$ cat src/rtl/pc_fetch_ctrl.sv
// Program-counter register and fetch sequencer: REQ/ISSUE handshake with imem, branch select,
// misaligned-target and imem-timeout traps. Optional retire counter via `PC_RETIRE_COUNT_EN.
module pc_fetch_ctrl #(
    parameter logic [31:0] RESET_VECTOR = 32'h0000_0000,
    parameter int unsigned TIMEOUT      = 16,
    parameter int unsigned TCNT_W       = 5
) (
    input  logic        clk,
    input  logic        reset,
    input  logic [31:0] PCPlus4,
    input  logic [31:0] PCTarget,
    input  logic        PCSrc,
    input  logic        Stall,
    input  logic        ImemAck,
    output logic [31:0] PC,
    output logic        ImemReq,
    output logic        InstrValid,
    output logic        Trap,
    output logic [1:0]  TrapCause,
    output logic [31:0] RetireCount
);

    localparam int unsigned XLEN = 32;
    localparam bit TO_EN = (TIMEOUT != 0);
    // Last counter value before expiry; only meaningful when TO_EN.
    localparam logic [TCNT_W-1:0] TLAST = TCNT_W'(TIMEOUT - 1);

    localparam logic [1:0] CAUSE_NONE  = 2'b00;
    localparam logic [1:0] CAUSE_ALIGN = 2'b01;
    localparam logic [1:0] CAUSE_TOUT  = 2'b10;

    typedef enum logic [1:0] {
        S_IDLE  = 2'd0,
        S_REQ   = 2'd1,
        S_ISSUE = 2'd2,
        S_TRAP  = 2'd3
    } state_t;

    state_t            state;
    state_t            state_d;
    logic [TCNT_W-1:0] tcnt;
    logic [TCNT_W-1:0] tcnt_d;
    logic [XLEN-1:0]   pc_d;
    logic [XLEN-1:0]   pc_next;
    logic [1:0]        cause_d;
    logic              advance;
    logic              imemreq_d;
    logic              instrvalid_d;
    logic              trap_d;

    // State register
    always_ff @(posedge clk or posedge reset) begin
        if (reset) begin
            state <= S_IDLE;
        end else begin
            state <= state_d;
        end
    end

    // Next state, next PC, timeout counter and next output values
    always_comb begin
        state_d      = state;
        tcnt_d       = tcnt;
        pc_d         = PC;
        cause_d      = TrapCause;
        advance      = 1'b0;
        pc_next      = PCSrc ? PCTarget : PCPlus4;

        case (state)
            S_IDLE: begin
                state_d = S_REQ;
            end
            S_REQ: begin
                // An ack in the expiry cycle takes priority over the timeout.
                if (ImemAck) begin
                    state_d = S_ISSUE;
                    tcnt_d  = '0;
                end else if (TO_EN && (tcnt == TLAST)) begin
                    state_d = S_TRAP;
                    cause_d = CAUSE_TOUT;
                    tcnt_d  = '0;
                end else begin
                    tcnt_d = tcnt + TCNT_W'(1);
                end
            end
            S_ISSUE: begin
                if (!Stall) begin
                    if (pc_next[1:0] != 2'b00) begin
                        state_d = S_TRAP;
                        cause_d = CAUSE_ALIGN;
                    end else begin
                        pc_d    = pc_next;
                        state_d = S_REQ;
                        advance = 1'b1;
                    end
                end
            end
            S_TRAP: begin
                state_d = S_TRAP;
            end
            default: begin
                state_d = S_IDLE;
            end
        endcase

        imemreq_d    = (state_d == S_REQ);
        instrvalid_d = (state_d == S_ISSUE);
        trap_d       = (state_d == S_TRAP);
    end

    // Registered datapath and outputs, all reflecting the state just entered
    always_ff @(posedge clk or posedge reset) begin
        if (reset) begin
            PC         <= RESET_VECTOR;
            tcnt       <= '0;
            ImemReq    <= 1'b0;
            InstrValid <= 1'b0;
            Trap       <= 1'b0;
            TrapCause  <= CAUSE_NONE;
        end else begin
            PC         <= pc_d;
            tcnt       <= tcnt_d;
            ImemReq    <= imemreq_d;
            InstrValid <= instrvalid_d;
            Trap       <= trap_d;
            TrapCause  <= cause_d;
        end
    end

`ifdef PC_RETIRE_COUNT_EN
    logic [XLEN-1:0] retire_q;

    // Counts ISSUE->REQ advances; wraps naturally and cannot move once trapped
    always_ff @(posedge clk or posedge reset) begin
        if (reset) begin
            retire_q <= '0;
        end else if (advance) begin
            retire_q <= retire_q + XLEN'(1);
        end
    end

    assign RetireCount = retire_q;
`else
    logic unused_advance;

    assign unused_advance = advance;
    assign RetireCount    = '0;
`endif

endmodule
$ cat config.mk
export PLATFORM = sky130hd
export DESIGN_NAME = pc_fetch_ctrl
export DESIGN_NICKNAME = d
export VERILOG_FILES = /design/src/rtl/pc_fetch_ctrl.sv
export SDC_FILE = /design/constraint.sdc
export NUM_CORES = 1
export LEC_CHECK = 0
export ABC_AREA = 1
export CAP_MARGIN = 0
export CORE_ASPECT_RATIO = 1.1
export CORE_MARGIN = 2
export CORE_UTILIZATION = 35
export CTS_CLUSTER_DIAMETER = 30
export DETAILED_ROUTE_END_ITERATION = 8
export GPL_ROUTABILITY_DRIVEN = 0
export PLACE_DENSITY = 0.77
export RECOVER_POWER = 25
export SYNTH_ARGS = -nofsm -noshare
export SYNTH_HDL_FRONTEND = slang
export SYNTH_SLANG_ARGS = --single-unit
export TNS_END_PERCENT = 5
$ cat constraint.sdc
create_clock -name clk -period 1.3 [get_ports clk]
set_input_delay 0.26 -clock clk [delete_from_list [all_inputs] [get_ports clk]]
set_output_delay 0.26 -clock clk [all_outputs]
set_load 0.05 [all_outputs]
==> results of run 1 <==
[what timing repair did]
| item | CTS | global route |
|---|---|---|
| setup endpoints to repair | 0 | 8 |
| buffers inserted | 0 | 4 |
| resized for setup | 0 | 11 |
| hold buffers | 0 | 0 |
[layer usage]
layer / vias to the layer above / wire length (um)
li1: 927 / -
met1: 896 / 1980
met2: 71 / 3080
met3: 4 / 395
met4: 0 / 51
met5: - / 0
[path summary, 6_finish.rpt]
check / from / to / slack (ns) / cells past startpoint
max: tcnt[1]$_DFFE_PP0P_ / TrapCause[1]$_DFFE_PP0P_ / 0.07 / 7
min: PCSrc / state[1]$_DFF_PP0_ / 0.54 / 6
max reg2reg: tcnt[1]$_DFFE_PP0P_ / TrapCause[1]$_DFFE_PP0P_ / 0.07 / 7
min reg2reg: TrapCause[0]$_DFFE_PP0P_ / TrapCause[0]$_DFFE_PP0P_ / 0.55 / 2
max in group asynchronous: reset / PC[26]$_DFFE_PP0P_ / 0.29 / 3
min in group asynchronous: reset / InstrValid$_DFF_PP0_ / 0.60 / 3
[report_power, final]
group / leakage, nW / internal [W] / switching [W]
Combinational: 1.31 / 0.00258 / 0.00276
Sequential: 0.572 / 0.00191 / 0.000649
Clock: 0.0541 / 0.000569 / 0.000472
Total: 1.94 / 0.00506 / 0.00388
[through the flow]
step / std cells / setup WS, ns / util
2_1_floorplan: 265 / 0.00894 / -
3_3_place_gp: 426 / -0.217 / 0.566
3_5_place_dp: 426 / -0.236 / 0.566
4_1_cts: 434 / 0.00939 / 0.582
5_1_grt: 438 / -0.0133 / 0.590
6_report: 438 / 0.0695 / 0.590
[cell families (layout without fill, tap and decap cells)]
family,after synthesis,count (layout),share of synthesized area
compound gates,36,36,0.121
xor+xnor,2,2,0.00704
fa+ha+maj,1,1,0.00503
buf+inv,56,144,0.155
flops,44,44,0.443
mux,30,30,0.121
other cells,1,32,0.00151
simple gates,64,64,0.146
[registers in the layout (all words and copies together), names as in the netlist]
register / count
TrapCause: 2
PC: 32
InstrValid: 1
Trap: 1
ImemReq: 1
tcnt: 5
state: 2
[final cells by class]
| type | count | area [um2] |
|---|---|---|
| fill | 600 | 2860 |
| timing repair buffer | 122 | 1590 |
| multi-input combinational | 165 | 1150 |
| sequential | 44 | 1100 |
| tap | 85 | 106 |
| clock buffer | 5 | 68.8 |
| inverter | 14 | 52.6 |
| clock inverter | 3 | 42.5 |
[cell usage after synthesis, types with 2 or more instances]
master,count
dfrtp_1,44
buf_4,32
mux2i_1,30
nand2_2,30
o21ai_2,30
nand2_1,18
buf_6,7
inv_1,7
nor2_1,7
inv_2,6
nand3_1,4
buf_2,3
o21ai_1,3
nor2_4,2
[worst max-delay path, cell delays in order, from the launching register on]
cell and delay (ns):
dfrtp_1 0.40, ha_4 0.16, nand3_2 0.11, nor2_4 0.14, nand2_2 0.07, buf_4 0.13
buf_4 0.12, nand2_1 0.06
==> key figures, run 1 <==
Setup path
  – Crit path kind: flop to flop
  – Crit path DAT: around 1.5 ns
  – Crit path max fanout: 2
  – CP Capture Type: flop
  – Crit path launch type: flop
  – Critical Path RT: around 1.5 ns

STA
  – Final Max Tran Viols: 0
  – Crit share post-route: 0.947
  – Least-Margin Pin Slew: 0.612 ns
  – Final setup TNS: 0 ns
  – Hold WS: roughly 0.54 ns
  – Unrepaired setup endpoints after global routing: true
  – Setup Skew: between 0.007 and 0.008 ns
  – F_max: 813 MHz
  – Worst slew margin: 0.592
  – Final Hold Violating Endpoints: 0
  – Count of final setup violators: 0
  – Final Critical Period: between 1 and 1.5 ns

Drt
  – Drt pass-1 iters: 3
  – Initial DRC Count: 32
  – DRC: 0
  – DR WL/cell: between 10 and 15 um
  – Via-to-Cell Ratio: 4.33
  – Total number of vias: between 1500 and 2000
  – Routed Wire Length: between 5 and 6 mm
  – Antenna-violating nets left: 0

GRT
  – Gr ovfl total: 0
  – Gr busiest metal: met2
  – Vias in the first global route: slightly below 2000
  – Met2 GRT Util: 0.263
  – Met3 usage: 0.0463
  – Initial antenna violation count: 0
  – Total track usage: 0.143
  – First-pass GRT wire length: 8.98 mm
  – Met1 Usage GRT: 0.157
  – Pin count of the biggest net entering global routing: 45

Logic synthesis
  – FF+latch count, synth: 44
  – Most used DFF post-synth: dfrtp_1
  – Yosys warns: 0
  – Post-synth EDFFs: 0
  – Area contributors post-synth: dfrtp_1, mux2i_1, o21ai_2, buf_4, nand2_2
  – Synth Instances: around 230
  – Synth cell types: 25
  – Synthesized area: 2490 um2
  – Seq/Total Area, Yosys: 0.443
  – Synth top area share: 0.443
  – Syn_area_per_cell: between 10 and 15 um2
  – Largest area contributor in the netlist: dfrtp_1
  – Async SR Flop Fraction: 1.00

Floorplanning
  – Die area: 7800 um2
  – Initial core utilization: 0.357
  – DIE WIDTH: approximately 84 um
  – Die Ht: 92.4 um
  – Ports: around 140
  – Core Region: between 6000 and 7000 um2
  – Row count: 32

Clocking
  – CTS buffer count: 5
  – Clock latency on the worst-skew pair: between 0.2 and 0.3 ns
  – CTS root buffer: clkbuf_8
  – TritonCTS clock tree: done
  – Clock sinks: 44
  – H-tree depth: 2
  – Clock Path Buffers: 2
  – Reg clk slew, reported paths: approximately 0.090 ns

Cells and area
  – Most frequent cells in the layout: clkdlybuf4s50_1, dfrtp_1, buf_12, nand2_2, conb_1
  – Post-layout instance area: approximately 4000 um2
  – Synth-to-layout area growth: 65.3%
  – Diodes inserted: 0
  – # nets final: roughly 420
  – Share of cells above drive strength 1: 0.402
  – Commonest non-fill, non-tap cell in the layout: clkdlybuf4s50_1

Power and ir drop
  – Leakage: 1.94 nW
  – Tot Pwr: approximately 0.0089 W
  – VDD IR max: between 1 and 1.5 mV
  – Power Dens Cells: around 2200 nW/um2

Run status
  – Outcome: complete, no violations

Hold path
  – Hold Crit Class: input pin to flop

Job
  – Number of max-cap violations: 0

Placement
  – PortBufs: roughly 110
  – Cell Area, Placed: between 3000 and 4000 um2
  – Hpwl dp: roughly 4.3 mm
Note: power is estimated with default switching activity, not from simulation.
==> inputs of run 2 (changes only) <==
--- a/config.mk
+++ b/config.mk
@@ -13,6 +13,7 @@
 export CTS_CLUSTER_DIAMETER = 30
 export DETAILED_ROUTE_END_ITERATION = 8
 export GPL_ROUTABILITY_DRIVEN = 0
+export HOLD_SLACK_MARGIN = 0.12
 export PLACE_DENSITY = 0.77
 export RECOVER_POWER = 25
 export SYNTH_ARGS = -nofsm -noshare
==> results of run 2 <==
Final layout, timing and power as in run 1 (identical DEF).
